`config.mk`:
```
export PLATFORM = sky130hd
export DESIGN_NAME = knn_topk_ctrl_flat
export DESIGN_NICKNAME = d
export VERILOG_FILES = /design/src/rtl/knn_topk_ctrl_if.sv /design/src/rtl/knn_topk_ctrl.sv /design/src/flat_wrapper.sv
export SDC_FILE = /design/constraint.sdc
export NUM_CORES = 2
export LEC_CHECK = 0
export CAP_MARGIN = 25
export CORE_UTILIZATION = 62
export DETAILED_ROUTE_END_ITERATION = 6
export PLACE_DENSITY = 0.8
export SLEW_MARGIN = 25
export SYNTH_ARGS = -nofsm -noshare
export SYNTH_HDL_FRONTEND = slang
export SYNTH_SLANG_ARGS = --single-unit
export TNS_END_PERCENT = 100
```
`constraint.sdc`:
```
create_clock -name clk -period 10 [get_ports clk]
set_input_delay 1 -clock clk [delete_from_list [all_inputs] [get_ports clk]]
set_output_delay 1 -clock clk [all_outputs]
set_load 0.01 [all_outputs]
```
`src/rtl/knn_topk_ctrl_if.sv`:
```
// knn_topk_ctrl_if: Avalon-MM register bus plus distance sample stream.
// master = host/datapath side, slave = knn_topk_ctrl.
interface knn_topk_ctrl_if #(
  parameter int DIST_W  = 24,
  parameter int LABEL_W = 3
);
  logic [2:0]         address;
  logic               chipselect;
  logic               write_n;
  logic [31:0]        writedata;
  logic [31:0]        readdata;
  logic               dist_valid;
  logic               dist_ready;
  logic [DIST_W-1:0]  dist_data;
  logic [LABEL_W-1:0] dist_label;
  logic               dist_last;

  modport master (
    output address, chipselect,
    output write_n, writedata,
    input  readdata,
    output dist_valid, dist_data,
    output dist_label, dist_last,
    input  dist_ready
  );

  modport slave (
    input  address, chipselect,
    input  write_n, writedata,
    output readdata,
    input  dist_valid, dist_data,
    input  dist_label, dist_last,
    output dist_ready
  );
endinterface

```
`src/rtl/knn_topk_ctrl.sv`:
```
// knn_topk_ctrl: keeps the K nearest (distance,label) samples sorted,
// votes on their labels and publishes the winner over Avalon-MM.
// Ports: clk, reset_n (async low), bus (knn_topk_ctrl_if.slave:
// Avalon regs + dist stream), busy; irq when KNN_TOPK_IRQ_EN defined.
// Regs: 0 CTRL, 1 K, 2 STATUS, 3 RESULT, 4 BEST.
module knn_topk_ctrl #(
  parameter int KMAX    = 16,
  parameter int DIST_W  = 24,
  parameter int LABEL_W = 3
) (
  input  logic           clk,
  input  logic           reset_n,
  knn_topk_ctrl_if.slave bus,
  output logic           busy
`ifdef KNN_TOPK_IRQ_EN
  ,
  output logic           irq
`endif
);
  localparam int NCLASS = 2 ** LABEL_W;
  localparam int IW = (KMAX > 1) ? $clog2(KMAX) : 1;

  typedef enum logic [2:0] {
    IDLE, COLLECT, VOTE, ARGMAX, DONE
  } state_t;

  typedef struct packed {
    logic               v;
    logic [LABEL_W-1:0] l;
    logic [DIST_W-1:0]  d;
  } slot_t;

  localparam slot_t SLOT_CLR = '{
    v: 1'b0, l: '0, d: '1
  };

  state_t             state, state_nx;
  slot_t              slot [KMAX];
  slot_t              nw;
  logic [7:0]         cnt [NCLASS];
  logic [4:0]         k_reg, kq, nval;
  logic [4:0]         wd_k, kclamp;
  logic [IW-1:0]      vi;
  logic [LABEL_W-1:0] ai, blbl, res_lbl;
  logic [7:0]         bcnt, res_cnt;
  logic [DIST_W-1:0]  best_d;
  logic               done;
  logic [KMAX-1:0]    gt, first;
  logic               wr, start, abort, go;

  wire unused_wd = &{1'b0, bus.writedata[31:5]};

  assign wr    = bus.chipselect && !bus.write_n;
  assign start = wr && bus.address == 3'd0
              && bus.writedata[0];
  assign abort = wr && bus.address == 3'd0
              && bus.writedata[1];
  assign go    = start && !abort
              && (state == IDLE || state == DONE);

  assign busy = state == COLLECT
             || state == VOTE
             || state == ARGMAX;
  assign bus.dist_ready = state == COLLECT;

  assign nw   = '{1'b1, bus.dist_label, bus.dist_data};
  assign wd_k = bus.writedata[4:0];

  always_comb begin
    unique case (1'b1)
      (wd_k == 5'd0):       kclamp = 5'd1;
      (wd_k > 5'(KMAX)):    kclamp = 5'(KMAX);
      default:              kclamp = wd_k;
    endcase
  end

  // gt is monotonic over 0..kq-1 (list sorted, invalid at tail),
  // so the first set bit is the insert point and every later set
  // bit shifts down one place. Strict > keeps equal keys stable.
  always_comb begin
    gt    = '0;
    first = '0;
    for (int i = 0; i < KMAX; i++)
      gt[i] = (5'(i) < kq)
           && (!slot[i].v || slot[i].d > bus.dist_data);
    first[0] = gt[0];
    for (int i = 1; i < KMAX; i++)
      first[i] = gt[i] && !gt[i-1];
  end

  always_ff @(posedge clk or negedge reset_n) begin
    if (!reset_n) state <= IDLE;
    else          state <= state_nx;
  end

  always_comb begin
    state_nx = state;
    unique case (state)
      IDLE, DONE:
        if (start) state_nx = COLLECT;
      COLLECT:
        if (bus.dist_valid && bus.dist_last)
          state_nx = VOTE;
      VOTE:
        if (5'(vi) == kq - 5'd1) state_nx = ARGMAX;
      ARGMAX:
        if (&ai) state_nx = DONE;
      default: state_nx = IDLE;
    endcase
    if (abort) state_nx = IDLE;
  end

  always_ff @(posedge clk or negedge reset_n) begin
    if (!reset_n) begin
      for (int i = 0; i < KMAX; i++) slot[i] <= SLOT_CLR;
      for (int c = 0; c < NCLASS; c++) cnt[c] <= '0;
      k_reg   <= 5'd1;
      kq      <= 5'd1;
      nval    <= '0;
      vi      <= '0;
      ai      <= '0;
      blbl    <= '0;
      bcnt    <= '0;
      res_lbl <= '0;
      res_cnt <= '0;
      best_d  <= '0;
      done    <= 1'b0;
    end else begin
      if (wr && bus.address == 3'd1 && !busy)
        k_reg <= kclamp;
      if (abort) begin
        for (int i = 0; i < KMAX; i++) slot[i] <= SLOT_CLR;
        nval <= '0;
        done <= 1'b0;
      end else if (go) begin
        for (int i = 0; i < KMAX; i++) slot[i] <= SLOT_CLR;
        for (int c = 0; c < NCLASS; c++) cnt[c] <= '0;
        kq   <= k_reg;
        nval <= '0;
        vi   <= '0;
        ai   <= '0;
        blbl <= '0;
        bcnt <= '0;
        done <= 1'b0;
      end else begin
        unique case (state)
          COLLECT: if (bus.dist_valid) begin
            if (gt[0]) slot[0] <= nw;
            for (int i = 1; i < KMAX; i++)
              if (first[i])   slot[i] <= nw;
              else if (gt[i]) slot[i] <= slot[i-1];
            if (nval < kq) nval <= nval + 5'd1;
          end
          VOTE: begin
            if (slot[vi].v)
              cnt[slot[vi].l] <= cnt[slot[vi].l] + 8'd1;
            vi <= vi + IW'(1);
          end
          ARGMAX: begin
            if (cnt[ai] > bcnt) begin
              bcnt <= cnt[ai];
              blbl <= ai;
            end
            ai <= ai + LABEL_W'(1);
          end
          // the scan result lands on the last ARGMAX edge, so it
          // is published one edge after arriving here
          DONE: if (!done) begin
            done    <= 1'b1;
            res_lbl <= blbl;
            res_cnt <= bcnt;
            best_d  <= slot[0].d;
          end
          default: ;
        endcase
      end
    end
  end

`ifdef KNN_TOPK_IRQ_EN
  logic irq_en, irq_ack;

  always_ff @(posedge clk or negedge reset_n) begin
    if (!reset_n) begin
      irq_en  <= 1'b0;
      irq_ack <= 1'b0;
    end else begin
      if (wr && bus.address == 3'd0)
        irq_en <= bus.writedata[2];
      if (go || abort)
        irq_ack <= 1'b0;
      else if (wr && bus.address == 3'd2)
        irq_ack <= 1'b1;
    end
  end

  assign irq = done && irq_en && !irq_ack;
`endif

  always_comb begin
    bus.readdata = '0;
    unique case (bus.address)
`ifdef KNN_TOPK_IRQ_EN
      3'd0: bus.readdata[2] = irq_en;
`endif
      3'd1: bus.readdata[4:0] = k_reg;
      3'd2: begin
        bus.readdata[0]    = busy;
        bus.readdata[1]    = done;
        bus.readdata[12:8] = nval;
      end
      3'd3: begin
        bus.readdata[LABEL_W-1:0] = res_lbl;
        bus.readdata[15:8]        = res_cnt;
      end
      3'd4: bus.readdata[DIST_W-1:0] = best_d;
      default: ;
    endcase
  end
endmodule

```
`src/flat_wrapper.sv`:
```
// flat-port wrapper written by rule: the top's interface ports become plain ports
module knn_topk_ctrl_flat 
#(
  parameter int KMAX    = 16,
  parameter int DIST_W  = 24,
  parameter int LABEL_W = 3
)
  (clk, reset_n, busy, bus_address, bus_chipselect, bus_write_n, bus_writedata, bus_readdata, bus_dist_valid, bus_dist_data, bus_dist_label, bus_dist_last, bus_dist_ready);
  knn_topk_ctrl_if #(.DIST_W(DIST_W), .LABEL_W(LABEL_W)) bus_i ();
  input  logic clk;
  input  logic reset_n;
  output logic busy;
  input wire logic [$bits(bus_i.address)-1:0] bus_address;
  input wire logic [$bits(bus_i.chipselect)-1:0] bus_chipselect;
  input wire logic [$bits(bus_i.write_n)-1:0] bus_write_n;
  input wire logic [$bits(bus_i.writedata)-1:0] bus_writedata;
  output wire logic [$bits(bus_i.readdata)-1:0] bus_readdata;
  input wire logic [$bits(bus_i.dist_valid)-1:0] bus_dist_valid;
  input wire logic [$bits(bus_i.dist_data)-1:0] bus_dist_data;
  input wire logic [$bits(bus_i.dist_label)-1:0] bus_dist_label;
  input wire logic [$bits(bus_i.dist_last)-1:0] bus_dist_last;
  output wire logic [$bits(bus_i.dist_ready)-1:0] bus_dist_ready;
  assign bus_i.address = bus_address;
  assign bus_i.chipselect = bus_chipselect;
  assign bus_i.write_n = bus_write_n;
  assign bus_i.writedata = bus_writedata;
  assign bus_readdata = bus_i.readdata;
  assign bus_i.dist_valid = bus_dist_valid;
  assign bus_i.dist_data = bus_dist_data;
  assign bus_i.dist_label = bus_dist_label;
  assign bus_i.dist_last = bus_dist_last;
  assign bus_dist_ready = bus_i.dist_ready;
  knn_topk_ctrl #(.KMAX(KMAX), .DIST_W(DIST_W), .LABEL_W(LABEL_W)) u_core (.clk(clk), .reset_n(reset_n), .bus(bus_i), .busy(busy));
endmodule
```
; ---- After elaboration in Yosys (flattened, before gate mapping)
; Index checks and enable logic that the tools add are counted.
[totals]
regBits = 584
in_bits = 68
output_inout_bits = 34
word_cells = 360
[op_classes]
add_sub_neg = 5
magnitude_cmp = 39
eq_ne = 13
muxes = 82
bitwise = 6
reduce_logical = 147
[ops]
columns = cell, count
row1 = $mux W448, 4
row2 = $mux W28, 33
row3 = $gt A24 B24 Y1, 16
row4 = $mux W64, 3
row5 = $bmux W28 S4, 1
row6 = $mux W8, 9
row7 = $bwmux W64, 1
row8 = $reduce_and A3 Y1, 20
row9 = $reduce_bool A4 Y1, 15
row10 = $bmux W8 S3, 2
row11 = $logic_and A1 B1 Y1, 41
row12 = $lt A4 B5 Y1 const A, 8
row13 = $logic_not A1 Y1, 34
row14 = $mux W3, 11
row15 = $mux W5, 5
row16 = $demux W8 S3, 1
row17 = $lt A3 B5 Y1 const A, 4
row18 = $logic_or A1 B1 Y1, 19
row19 = $pmux W5 S3, 1
row20 = $reduce_bool A3 Y1, 5
row21 = $eq A3 B2 Y1 const B, 4
row22 = $pmux W3 S4, 1
row23 = $lt A1 B5 Y1 const A, 2
row24 = $lt A2 B5 Y1 const A, 2
row25 = other kinds (32), 50

; ---- Logic depth before layout (Yosys ltp)
[logic_depth]
depth_word = 13
depth_mapped = 15
depth_no_buf = 12

; ---- Worst setup path after synthesis
; OpenSTA, ideal clock, no wires.
[synth_path]
path_kind = input-to-reg
from = input bus_dist_data[17]
to = register u_core.slot[90] in the netlist's numbering
setup_time_ns = 0.089
t_arrival_ns = 3.874
t_required_ns = 9.911
slack_ns = 6.037
cell_stages = 14
path_buffers = 3
path_cell_list = inv_1 -> ha_1 -> a21o_1 -> a21o_1 -> a21o_1 -> a21o_1 -> a211o_1 -> a2111oi_0 -> a222oi_1 -> clkbuf_1 -> a21o_1 -> clkbuf_1 -> clkbuf_1 -> a2bb2oi_1
[synth_between]
elab_chain_cells = 10
word_cells_on_any_way = 15
classes_between = order compare (2) / mux (5) / reduce/logical (8)
[synth_rtl]
columns = element, line
row1 = from (decl), flat_wrapper.sv:19  ; input wire logic [$bits(bus_i.dist_data)-1:0] bus_dist_data;
row2 = $gt A24 B24 Y1, knn_topk_ctrl.sv:85  ; && (!slot[i].v || slot[i].d > bus.dist_data);
row3 = $logic_or A1 B1 Y1, knn_topk_ctrl.sv:85
row4 = $logic_and A1 B1 Y1, knn_topk_ctrl.sv:85
row5 = $logic_not A1 Y1, knn_topk_ctrl.sv:88  ; first[i] = gt[i] && !gt[i-1];
row6 = $logic_and A1 B1 Y1, knn_topk_ctrl.sv:88
row7 = $mux W28, knn_topk_ctrl.sv:150  ; if (first[i]) slot[i] <= nw;
row8 = $mux W448, knn_topk_ctrl.sv:147  ; COLLECT: if (bus.dist_valid) begin
row9 = $mux W448, knn_topk_ctrl.sv:146  ; unique case (state)
row10 = $mux W448, knn_topk_ctrl.sv:135  ; end else if (go) begin
row11 = $mux W448, knn_topk_ctrl.sv:131  ; if (abort) begin
row12 = "to (signal, indexed assignment)", knn_topk_ctrl.sv:150
row13 = "to (signal, indexed assignment)", knn_topk_ctrl.sv:151  ; else if (gt[i]) slot[i] <= slot[i-1];
row14 = to (decl), knn_topk_ctrl.sv:38  ; slot_t slot [KMAX];
; Parallel ways exist; a longest one is shown, timed or not. The select of a mux whose other input is x is not followed.
; A chain may end at the register's enable or synchronous reset.

; ---- Final worst setup path
[layout_path]
from = input bus_dist_data[11]
to = register u_core.slot[276] in the netlist's numbering
; Same word-level chain as after synthesis.

==> results_dict.tcl <==
set metrics [dict create \
    status "completed" \
    die_w_um 250 \
    rsz0062_at_grt "no" \
    finalInstanceArea_sq_mm 0.0418 \
    layout.cells.most_common_list "405 x ha_1, 386 x dfstp_2, 342 x mux2i_1, 285 x a2bb2oi_1, 198 x dfrtp_1" \
    finalCritPeriodShare 0.557 \
    fin_skew_ns 0.0162 \
    worstPathRequired_ns 10.58 \
    drive_gt1_frac 0.200 \
    tns_ns 0 \
    overflow 0 \
    ys_async_sr_fraction 1.00 \
    place.port_buffers 66 \
    drc 0 \
    worst_pin_slew_ns 1.03 \
    dp_hpwl_um 79200 \
    grt_usage 0.371 \
    clk_path_buf_depth 3 \
    grt_pass1_wl_um 181000 \
    ir_drop_v 0.000171 \
    rows 90 \
    regMostFlops "u_core.slot" \
    antenna_found_initial 1 \
    syn_area_sq_mm 0.0380 \
    antenna_cells 0 \
    synthCells 3587 \
    die-area_sq_mm 0.0623 \
    hp-class "in -> async" \
    clock_power_share 0.196 \
    vias 31431 \
    dr.pass1.iters 6 \
    die_h_um 250 \
    postRouteAntennaNets 0 \
    start_util 0.629 \
    yosys_most_used_dff "dfstp_2" \
    slew_viol_final 0 \
    reg2reg_depth 10 \
    clock.fmax_mhz 180 \
    ys_ff_latch 584 \
    grt_max_degree 179 \
    fin_crit_ns 5.57 \
    critical_path_class "in -> reg" \
    grt_pass1_vias 31670 \
    r2r_setup_slack_ns 5.70 \
    placed_area_sq_mm 0.0395 \
    postCtsSetupRepairBufs 0 \
    path_max_fanout 30 \
    nNetsFinal 4034 \
    seqPwrFrac 0.383 \
    clock-root-buffer "clkbuf_16" \
    wl_um 117000 \
    numCtsBuffers 61 \
    reg.largest.list "u_core.slot (448), u_core.cnt (64), u_core.best_d (24)" \
    p_sw_w 0.00492 \
    setup_viol 0 \
    arrival_ns 6.15 \
    ios 102 \
    yosys_warnings 0 \
    clk_latency_ns 0.65 \
    gp_congestion 0.969 \
    hold_violations 0 \
    cap_violations 0 \
    clk_pin_slew_worst_paths_ns 0.07 \
    r2r_start "u_core.vi[1]" \
    clock-sinks 584 \
    power_density_mw_per_mm2 305 \
    p_leak_nw 18.8 \
    cts_tree "built" \
    end_kind "flop" \
    vias_per_cell 7.15 \
    largest_register_ffs 448 \
    core_area_sq_mm 0.0605 \
    netSwitchingFraction 0.385 \
    wl_per_cell_um 26.6 \
    slew_headroom 0.311 \
    syn_area_per_cell_sq_um 10.6 \
    r2r-end "u_core.cnt[52]" \
    internal_power_w 0.00785 \
    cts_resized 0 \
    critPathLaunchType "primary input" \
    cts_max_level 2 \
    drtIter0Drc 2772 \
    cts_hold_buf 0 \
    mostFrequentLayoutCell "ha_1" \
    yosysUniqueCellTypes 85 \
    synth_edf_count 0 \
    syn_to_final_growth_pct 9.95 \
    comb_power_share 0.421 \
    ys_seq_area_frac 0.397 \
]
-- power groups by stage --
stage | registers, W | logic (W) | clock network [W]
after global placement | 0.00480 | 0.00493 | 0
final | 0.00488 | 0.00537 | 0.00251
after global routing | 0.00495 | 0.00589 | 0.00261
after floorplan | 0.00435 | 0.00417 | 0
after detailed placement | 0.00484 | 0.00524 | 0
after CTS | 0.00483 | 0.00529 | 0.00252
-- metal layers --
| metal | vias to the layer above | wire length (um) | GRT usage | part of all wire |
|---|---|---|---|---|
| li1 | 13672 | - | - | - |
| met3 | 455 | 10300 | 0.0783 | 0.088 |
| met5 | - | 8 | 0 | 0.000068 |
| met4 | 2 | 7880 | 0.233 | 0.067 |
| met1 | 15628 | 45100 | 0.467 | 0.39 |
| met2 | 1674 | 53500 | 0.585 | 0.46 |
-- per-stage QoR --
| step | worst slack, ns | utilization | power [W] | hold slack [ns] | cells |
|---|---|---|---|---|---|
| floorplan | 6.04 | - | 0.00852 | 0.448 | 3594 |
| global placement | 3.41 | 0.653 | 0.00973 | 0.462 | 4276 |
| global route | 4.27 | 0.691 | 0.0135 | 0.486 | 4395 |
| CTS | 3.88 | 0.689 | 0.0126 | 0.431 | 4391 |
| detailed placement | 3.23 | 0.653 | 0.0101 | 0.463 | 4276 |
| finish | 4.43 | 0.691 | 0.0128 | 0.454 | 4395 |
-- final cells by class --
class | instances | area, sq um
repair buffers | 156 | 1410
flip-flops and latches | 584 | 15100
fillers | 4256 | 18700
well taps | 782 | 978
multi-input cells | 2629 | 21700
clock inverters | 28 | 440
inverters | 129 | 484
clock buffers | 87 | 1740
-- worst max-delay path: stages --
cell and delay [ns]:
clkdlybuf4s50_1 0.46, buf_4 0.39, inv_1 0.45, buf_4 0.36, ha_1 0.34, nand4_1 0.13, nor4_1 0.44, nand4_1 0.20
a21oi_1 0.24, a211oi_1 0.12, nor2_4 0.78, and3_1 0.95, a22o_1 0.26
-- logic make-up after synthesis --
group / share of synthesized area
AOI/OAI and AO/OA: 0.206
xor gates and xnor gates: 0.00388
adders and majority gates: 0.133
buffers and inverters: 0.0410
DFF: 0.397
muxes: 0.126
other: 0.0000986
and+or+nand+nor: 0.0922
-- cell usage after synthesis, drive strengths merged, types with 52 or more instances --
cell / n / area share
nand3: 133 / 0.018
dfstp: 386 / 0.27
a2bb2oi: 285 / 0.066
dfrtp: 198 / 0.13
ha: 405 / 0.13
clkbuf: 184 / 0.018
nand2: 133 / 0.013
nor3: 52 / 0.0072
o21a: 68 / 0.013
mux2i: 348 / 0.093
a21o: 105 / 0.021
nand4: 85 / 0.014
inv: 127 / 0.013
a21oi: 174 / 0.023
o21ai: 182 / 0.024
nor2: 122 / 0.012
buf: 68 / 0.010
-- how the worst max path moves through the flow --
stage / slack, ns / startpoint / endpoint
2_1_floorplan: 6.04 / bus_dist_data[17] / u_core.slot[90]
3_3_place_gp: 3.41 / bus_dist_data[18] / u_core.slot[196]
3_5_place_dp: 3.23 / bus_dist_data[17] / u_core.slot[202]
4_1_cts: 3.88 / bus_dist_data[17] / u_core.slot[204]
5_1_grt: 4.27 / bus_dist_data[11] / u_core.slot[263]
6_report: 4.43 / bus_dist_data[11] / u_core.slot[276]
Power figures use the tool's default switching activity.
